[src/rtl/uart_tx_buffered.sv]
// Buffered UART transmitter: byte FIFO in front of an 8N1 serializer, LSB first, idle-high line.
// Define UART_TX_PARITY_EN to insert an even-parity bit between the data bits and the stop bit (8E1).
module uart_tx_buffered #(
    parameter int CLK_HZ = 5_000_000,
    parameter int BAUD   = 9600,
    parameter int DEPTH  = 4
) (
    input  logic                     clock,
    input  logic                     reset,
    input  logic [7:0]               data_in,
    input  logic                     data_valid,
    output logic                     data_ready,
    output logic                     tx,
    output logic                     busy,
    output logic [$clog2(DEPTH):0]   fifo_count
);

    localparam int DIV     = CLK_HZ / BAUD;
    localparam int BAUD_W  = (DIV > 1) ? $clog2(DIV) : 1;
    localparam int PTR_W   = $clog2(DEPTH);
    localparam int COUNT_W = PTR_W + 1;

    localparam logic [BAUD_W-1:0]  BAUD_LAST = BAUD_W'(DIV - 1);
    localparam logic [COUNT_W-1:0] DEPTH_C   = COUNT_W'(DEPTH);

`ifdef UART_TX_PARITY_EN
    typedef enum logic [2:0] {IDLE, START, DATA, PARITY, STOP} state_t;
`else
    typedef enum logic [1:0] {IDLE, START, DATA, STOP} state_t;
`endif

    state_t             state;
    logic [7:0]         mem [DEPTH];
    logic [PTR_W-1:0]   wr_ptr;
    logic [PTR_W-1:0]   rd_ptr;
    logic [7:0]         shift;
    logic [2:0]         bit_idx;
    logic [BAUD_W-1:0]  baud_cnt;
    logic               bit_end;
    logic               push;
    logic               pop;

    // A full FIFO refuses data even when a pop happens in the same cycle.
    assign data_ready = (fifo_count < DEPTH_C);
    assign push       = data_valid && data_ready;
    assign pop        = (state == IDLE) && (fifo_count != '0);
    assign bit_end    = (baud_cnt == BAUD_LAST);

    // NOTE: storage has no reset; the pointers and count alone define what is valid.
    always_ff @(posedge clock) begin
        if (push) begin
            mem[wr_ptr] <= data_in;
        end
    end

    // NOTE: non-blocking assignments keep every register reading pre-edge values.
    always_ff @(posedge clock) begin
        if (reset) begin
            wr_ptr     <= '0;
            rd_ptr     <= '0;
            fifo_count <= '0;
        end else begin
            if (push) begin
                wr_ptr <= wr_ptr + PTR_W'(1);
            end
            if (pop) begin
                rd_ptr <= rd_ptr + PTR_W'(1);
            end
            case ({push, pop})
                2'b10:   fifo_count <= fifo_count + COUNT_W'(1);
                2'b01:   fifo_count <= fifo_count - COUNT_W'(1);
                default: fifo_count <= fifo_count;
            endcase
        end
    end

    always_ff @(posedge clock) begin
        if (reset) begin
            state    <= IDLE;
            tx       <= 1'b1;
            busy     <= 1'b0;
            shift    <= '0;
            bit_idx  <= '0;
            baud_cnt <= '0;
        end else begin
            // The baud counter runs only inside a frame and wraps at each bit boundary.
            if (state == IDLE || bit_end) begin
                baud_cnt <= '0;
            end else begin
                baud_cnt <= baud_cnt + BAUD_W'(1);
            end

            case (state)
                IDLE: begin
                    tx   <= 1'b1;
                    busy <= 1'b0;
                    if (pop) begin
                        shift <= mem[rd_ptr];
                        state <= START;
                        tx    <= 1'b0;
                        busy  <= 1'b1;
                    end
                end
                START: begin
                    if (bit_end) begin
                        state   <= DATA;
                        bit_idx <= '0;
                        tx      <= shift[0];
                    end
                end
                DATA: begin
                    if (bit_end) begin
                        if (bit_idx == 3'd7) begin
`ifdef UART_TX_PARITY_EN
                            state <= PARITY;
                            tx    <= ^shift;
`else
                            state <= STOP;
                            tx    <= 1'b1;
`endif
                        end else begin
                            bit_idx <= bit_idx + 3'd1;
                            tx      <= shift[bit_idx + 3'd1];
                        end
                    end
                end
`ifdef UART_TX_PARITY_EN
                PARITY: begin
                    if (bit_end) begin
                        state <= STOP;
                        tx    <= 1'b1;
                    end
                end
`endif
                STOP: begin
                    if (bit_end) begin
                        state <= IDLE;
                        busy  <= 1'b0;
                    end
                end
                default: begin
                    state <= IDLE;
                    tx    <= 1'b1;
                    busy  <= 1'b0;
                end
            endcase
        end
    end

endmodule

[config.mk]
export PLATFORM = sky130hd
export DESIGN_NAME = uart_tx_buffered
export DESIGN_NICKNAME = d
export VERILOG_FILES = /design/src/rtl/uart_tx_buffered.sv
export SDC_FILE = /design/constraint.sdc
export NUM_CORES = 1
export LEC_CHECK = 0
export CAP_MARGIN = 20
export CORE_ASPECT_RATIO = 1.75
export CORE_UTILIZATION = 40
export CTS_CLUSTER_SIZE = 28
export DETAILED_ROUTE_END_ITERATION = 6
export GPL_ROUTABILITY_DRIVEN = 0
export HOLD_SLACK_MARGIN = 0.1
export PLACE_DENSITY = 0.57
export SYNTH_ARGS = -nofsm -noshare
export SYNTH_HDL_FRONTEND = slang
export SYNTH_SLANG_ARGS = --single-unit
export TNS_END_PERCENT = 30
[constraint.sdc]
create_clock -name clock -period 2.6 [get_ports clock]
set_input_delay 0.39 -clock clock [delete_from_list [all_inputs] [get_ports clock]]
set_output_delay 0.39 -clock clock [all_outputs]
set_load 0.02 [all_outputs]
==> flow_results.org <==
** Run status
- Result of the run :: finished clean

** Finish
- After filler insertion, the fill cell instance count of the layout stands at 595.
- N_diodes :: 0
- In the final layout, the share of cells above drive strength 1 is 0.125.
- Area added between synthesis and finish :: 19.8%
- Post-route design area :: 3290 um^2
- Final core utilization :: 0.499
- Nets :: 274

** Timing
- Setup repair after global routing left no endpoint under its margin.
- At the pin with the least slew margin, the transition time is 0.624 ns.
- Setup violations remaining at the end of the flow were counted as 0.
- Fin Clk Skew :: 0.00417 ns
- The worst path in the final design needs a cycle of 2.23 ns, including I/O delays and setup.
- Slew HR :: 0.583
- In the finished design, the share of the clock period the worst path needs comes to 0.857.
- Hold Fails Final Rpt :: 0
- Worst-case hold slack :: 0.453 ns
- Aggregate negative setup slack :: 0 ns
- For this run, the top clock speed supported by timing is 449 MHz.
- Setup slack closes at 0.371 ns.
- Final Max Tran Viols :: 0

** Placement
- Cell area after placement :: 3010 um^2
- Summed over all nets, the half-perimeter wirelength after detailed placement is 3.40 mm.
- Input and output buffers added on the ports amount to 16.
- Post-place setup slack :: 0.295 ns

** Floorplanning
- From bottom edge to top edge, the die measures 112 um.
- Initial core utilization :: 0.416
- The die covers 7200 um^2.
- Cell row count :: 39
- I/O pin count :: 17
- The core region is 6590 um^2.
- Width of the die :: 64.6 um

** Synth
- Cells taking the most area after synthesis :: sky130_fd_sc_hd__edfxtp_1 (35%), sky130_fd_sc_hd__dfxtp_1 (23%), sky130_fd_sc_hd__mux4_2 (8.2%), sky130_fd_sc_hd__ha_1 (5.5%), sky130_fd_sc_hd__nand2_1 (3.7%)
- Number of library cell types mapped by synthesis :: 36
- Summing every instance area after synthesis gives 2740 um^2.
- Sequential cell area fraction in the yosys report :: 0.584
- Seq cells post-synth :: 64
- The synthesized design contains 32 enable-type register cells.
- The number of nets in the synthesized netlist is 250.
- Summed over all instances, the cell type with the most area after synthesis is sky130_fd_sc_hd__edfxtp_1.
- Among all flip-flop cells after synthesis, the most frequent one is sky130_fd_sc_hd__edfxtp_1.
- Async SR Flop Fraction :: 0
- Instance count of the mapped netlist :: 226
- Syn Area/Cell :: 12.1 um^2
- After synthesis, the most frequently instantiated cells are sky130_fd_sc_hd__dfxtp_1 (32), sky130_fd_sc_hd__edfxtp_1 (32), sky130_fd_sc_hd__nand2_1 (27).
- The Yosys step of the flow raised 0 warnings.
- The share of synthesized area in the top cell type comes to 0.350.

** Worst hold path
- The tightest min-delay check is of the flip-flop to flip-flop type.

** GRT
- The first global-routing pass estimated 8.24 mm of wire.
- Total global routing overflow :: 0
- The via count of the first global-routing pass was 1,757.
- The number of antenna violations at the first check in global routing was 0.
- For this run, the total global-route usage over all layers was measured as 0.154.
- Entering global routing, the biggest net connects 14 pins.

** CTS
- Setup repair bufs after CTS :: 0
- The clock drives 64 sinks.
- After clock tree synthesis, the clock-pin slew on the worst setup and hold paths is 0.06 ns.
- The number of clock buffers added by TritonCTS is 9.
- Clock tree from TritonCTS :: built
- Level count of the clock H-tree :: 3
- Post-CTS Hold Buffers :: 0
- For the worst-skew pair, the clock arrives at the later sink with an insertion delay of 0.33 ns.
- Once the clock tree was built, the resizer swapped 0 gates to a different size.
- CTS Buffer Depth :: 2
- Clk Tree Root Cell :: sky130_fd_sc_hd__clkbuf_16

** Worst setup path
- STA puts the critical path data arrival time at 2.48 ns.
- Crit start category :: flip-flop
- The worst setup path is captured at a flip-flop.
- Of all nets on the critical path, the largest fanout is 7.
- WP data required :: 2.85 ns
- The setup path with the least slack is of type flip-flop to flip-flop.

** Drt
- After detailed routing, the number of remaining DRC violations is 0.
- The first routing iteration left 43 violations.
- Total Wirelength :: 4.76 mm
- The routed layout has 1,716 vias.
- In this run the remaining antenna-violating nets after routing total 0.
- Dividing the detail-routed via count by the number of cells gives 5.09.
- Avg WL per Cell :: 14.1 um
- TritonRoute pass-1 iters :: 4

** Power and ir drop
- Dividing total power by cell area gives a power density of 1090 nW/um^2.
- The worst-case IR drop observed on VDD is 634 uV.
- The analysis attributes to cell leakage a power of 1.17 nW.

** Job
- Max-cap violations in this run came to 0.
==> area by class of cell <==
class | instances | area, um^2 | area share
Multi-Input combinational cell | 144 | 1070 | 0.326
Sequential cell | 64 | 1600 | 0.487
Timing Repair Buffer | 20 | 190 | 0.0579
Tap cell | 82 | 103 | 0.0312
Inverter | 11 | 41.3 | 0.0126
Clock inverter | 7 | 55.1 | 0.0168
Clock buffer | 9 | 225 | 0.0685
==> final timing paths <==
kind | startpoint | endpoint | slack [ns] | cells after the start
max | state[1] | fifo_count[2] | 0.37 | 10
min | shift[7] | shift[7] | 0.45 | 2
max reg2reg | state[1] | fifo_count[2] | 0.37 | 10
min reg2reg | shift[7] | shift[7] | 0.45 | 2
==> critical path, cell delays in order, from the launching register on <==
cell and delay [ns]:
sky130_fd_sc_hd__dfxtp_1 0.34, sky130_fd_sc_hd__inv_1 0.09, sky130_fd_sc_hd__ha_1 0.28, sky130_fd_sc_hd__nand2b_1 0.11
sky130_fd_sc_hd__inv_1 0.10, sky130_fd_sc_hd__ha_1 0.18, sky130_fd_sc_hd__inv_1 0.06, sky130_fd_sc_hd__fa_1 0.38
sky130_fd_sc_hd__xor2_1 0.16, sky130_fd_sc_hd__or3_1 0.30, sky130_fd_sc_hd__a21oi_1 0.15
==> routing by layer <==
metal	vias up	global-route usage	part of all wire
met5	-	0	0
li1	856	-	-
met1	826	0.156	0.38
met4	0	0.0963	0.027
met2	22	0.270	0.56
met3	12	0.0451	0.029
==> per-stage QoR <==
step,total power [mW],instances
2_1_floorplan,2.19,226
3_3_place_gp,2.49,321
3_5_place_dp,2.51,321
4_1_cts,3.64,337
5_1_grt,3.81,337
6_report,3.58,337
==> placed cells by master, fill, tap and decap left out, types with 2 or more instances in the layout <==
cell type,count
sky130_fd_sc_hd__nand2_1,27
sky130_fd_sc_hd__dfxtp_1,32
sky130_fd_sc_hd__or3_1,2
sky130_fd_sc_hd__xnor2_1,5
sky130_fd_sc_hd__nand3_1,5
sky130_fd_sc_hd__buf_4,4
sky130_fd_sc_hd__edfxtp_1,32
sky130_fd_sc_hd__a21oi_1,16
sky130_fd_sc_hd__nor3_1,2
sky130_fd_sc_hd__clkbuf_16,9
sky130_fd_sc_hd__clkdlybuf4s50_1,16
sky130_fd_sc_hd__mux4_2,10
sky130_fd_sc_hd__nand4_1,2
sky130_fd_sc_hd__inv_6,3
sky130_fd_sc_hd__xor2_1,8
sky130_fd_sc_hd__nor2_1,24
sky130_fd_sc_hd__clkinvlp_4,2
sky130_fd_sc_hd__o21ai_0,3
sky130_fd_sc_hd__ha_1,12
sky130_fd_sc_hd__and3_1,3
sky130_fd_sc_hd__and2_1,4
sky130_fd_sc_hd__inv_1,11
sky130_fd_sc_hd__a211oi_1,4
sky130_fd_sc_hd__nor2b_1,3
==> logic make-up after synthesis <==
group / count (synthesis) / share of synthesized area
AOI/OAI and AO/OA: 29 / 0.0634
xor gates and xnor gates: 13 / 0.0415
adders and majority gates: 13 / 0.0620
buffers and inverters: 18 / 0.0260
DFF: 64 / 0.584
muxes: 11 / 0.0858
and+or+nand+nor: 78 / 0.137
==> sequential cells by signal (all words and copies together) (netlist names) <==
register / flops
baud_cnt: 10
shift: 8
busy: 1
wr_ptr: 2
mem: 32
tx: 1
rd_ptr: 2
state: 2
fifo_count: 3
bit_idx: 3
==> power breakdown <==
| part | total, mW | switching [mW] | internal, mW |
|---|---|---|---|
| clock network | 1.11 | 0.454 | 0.653 |
| registers | 1.40 | 0.150 | 1.25 |
| logic | 1.08 | 0.560 | 0.517 |
| total | 3.58 | 1.16 | 2.42 |
Note: power is estimated with default switching activity, not from simulation.
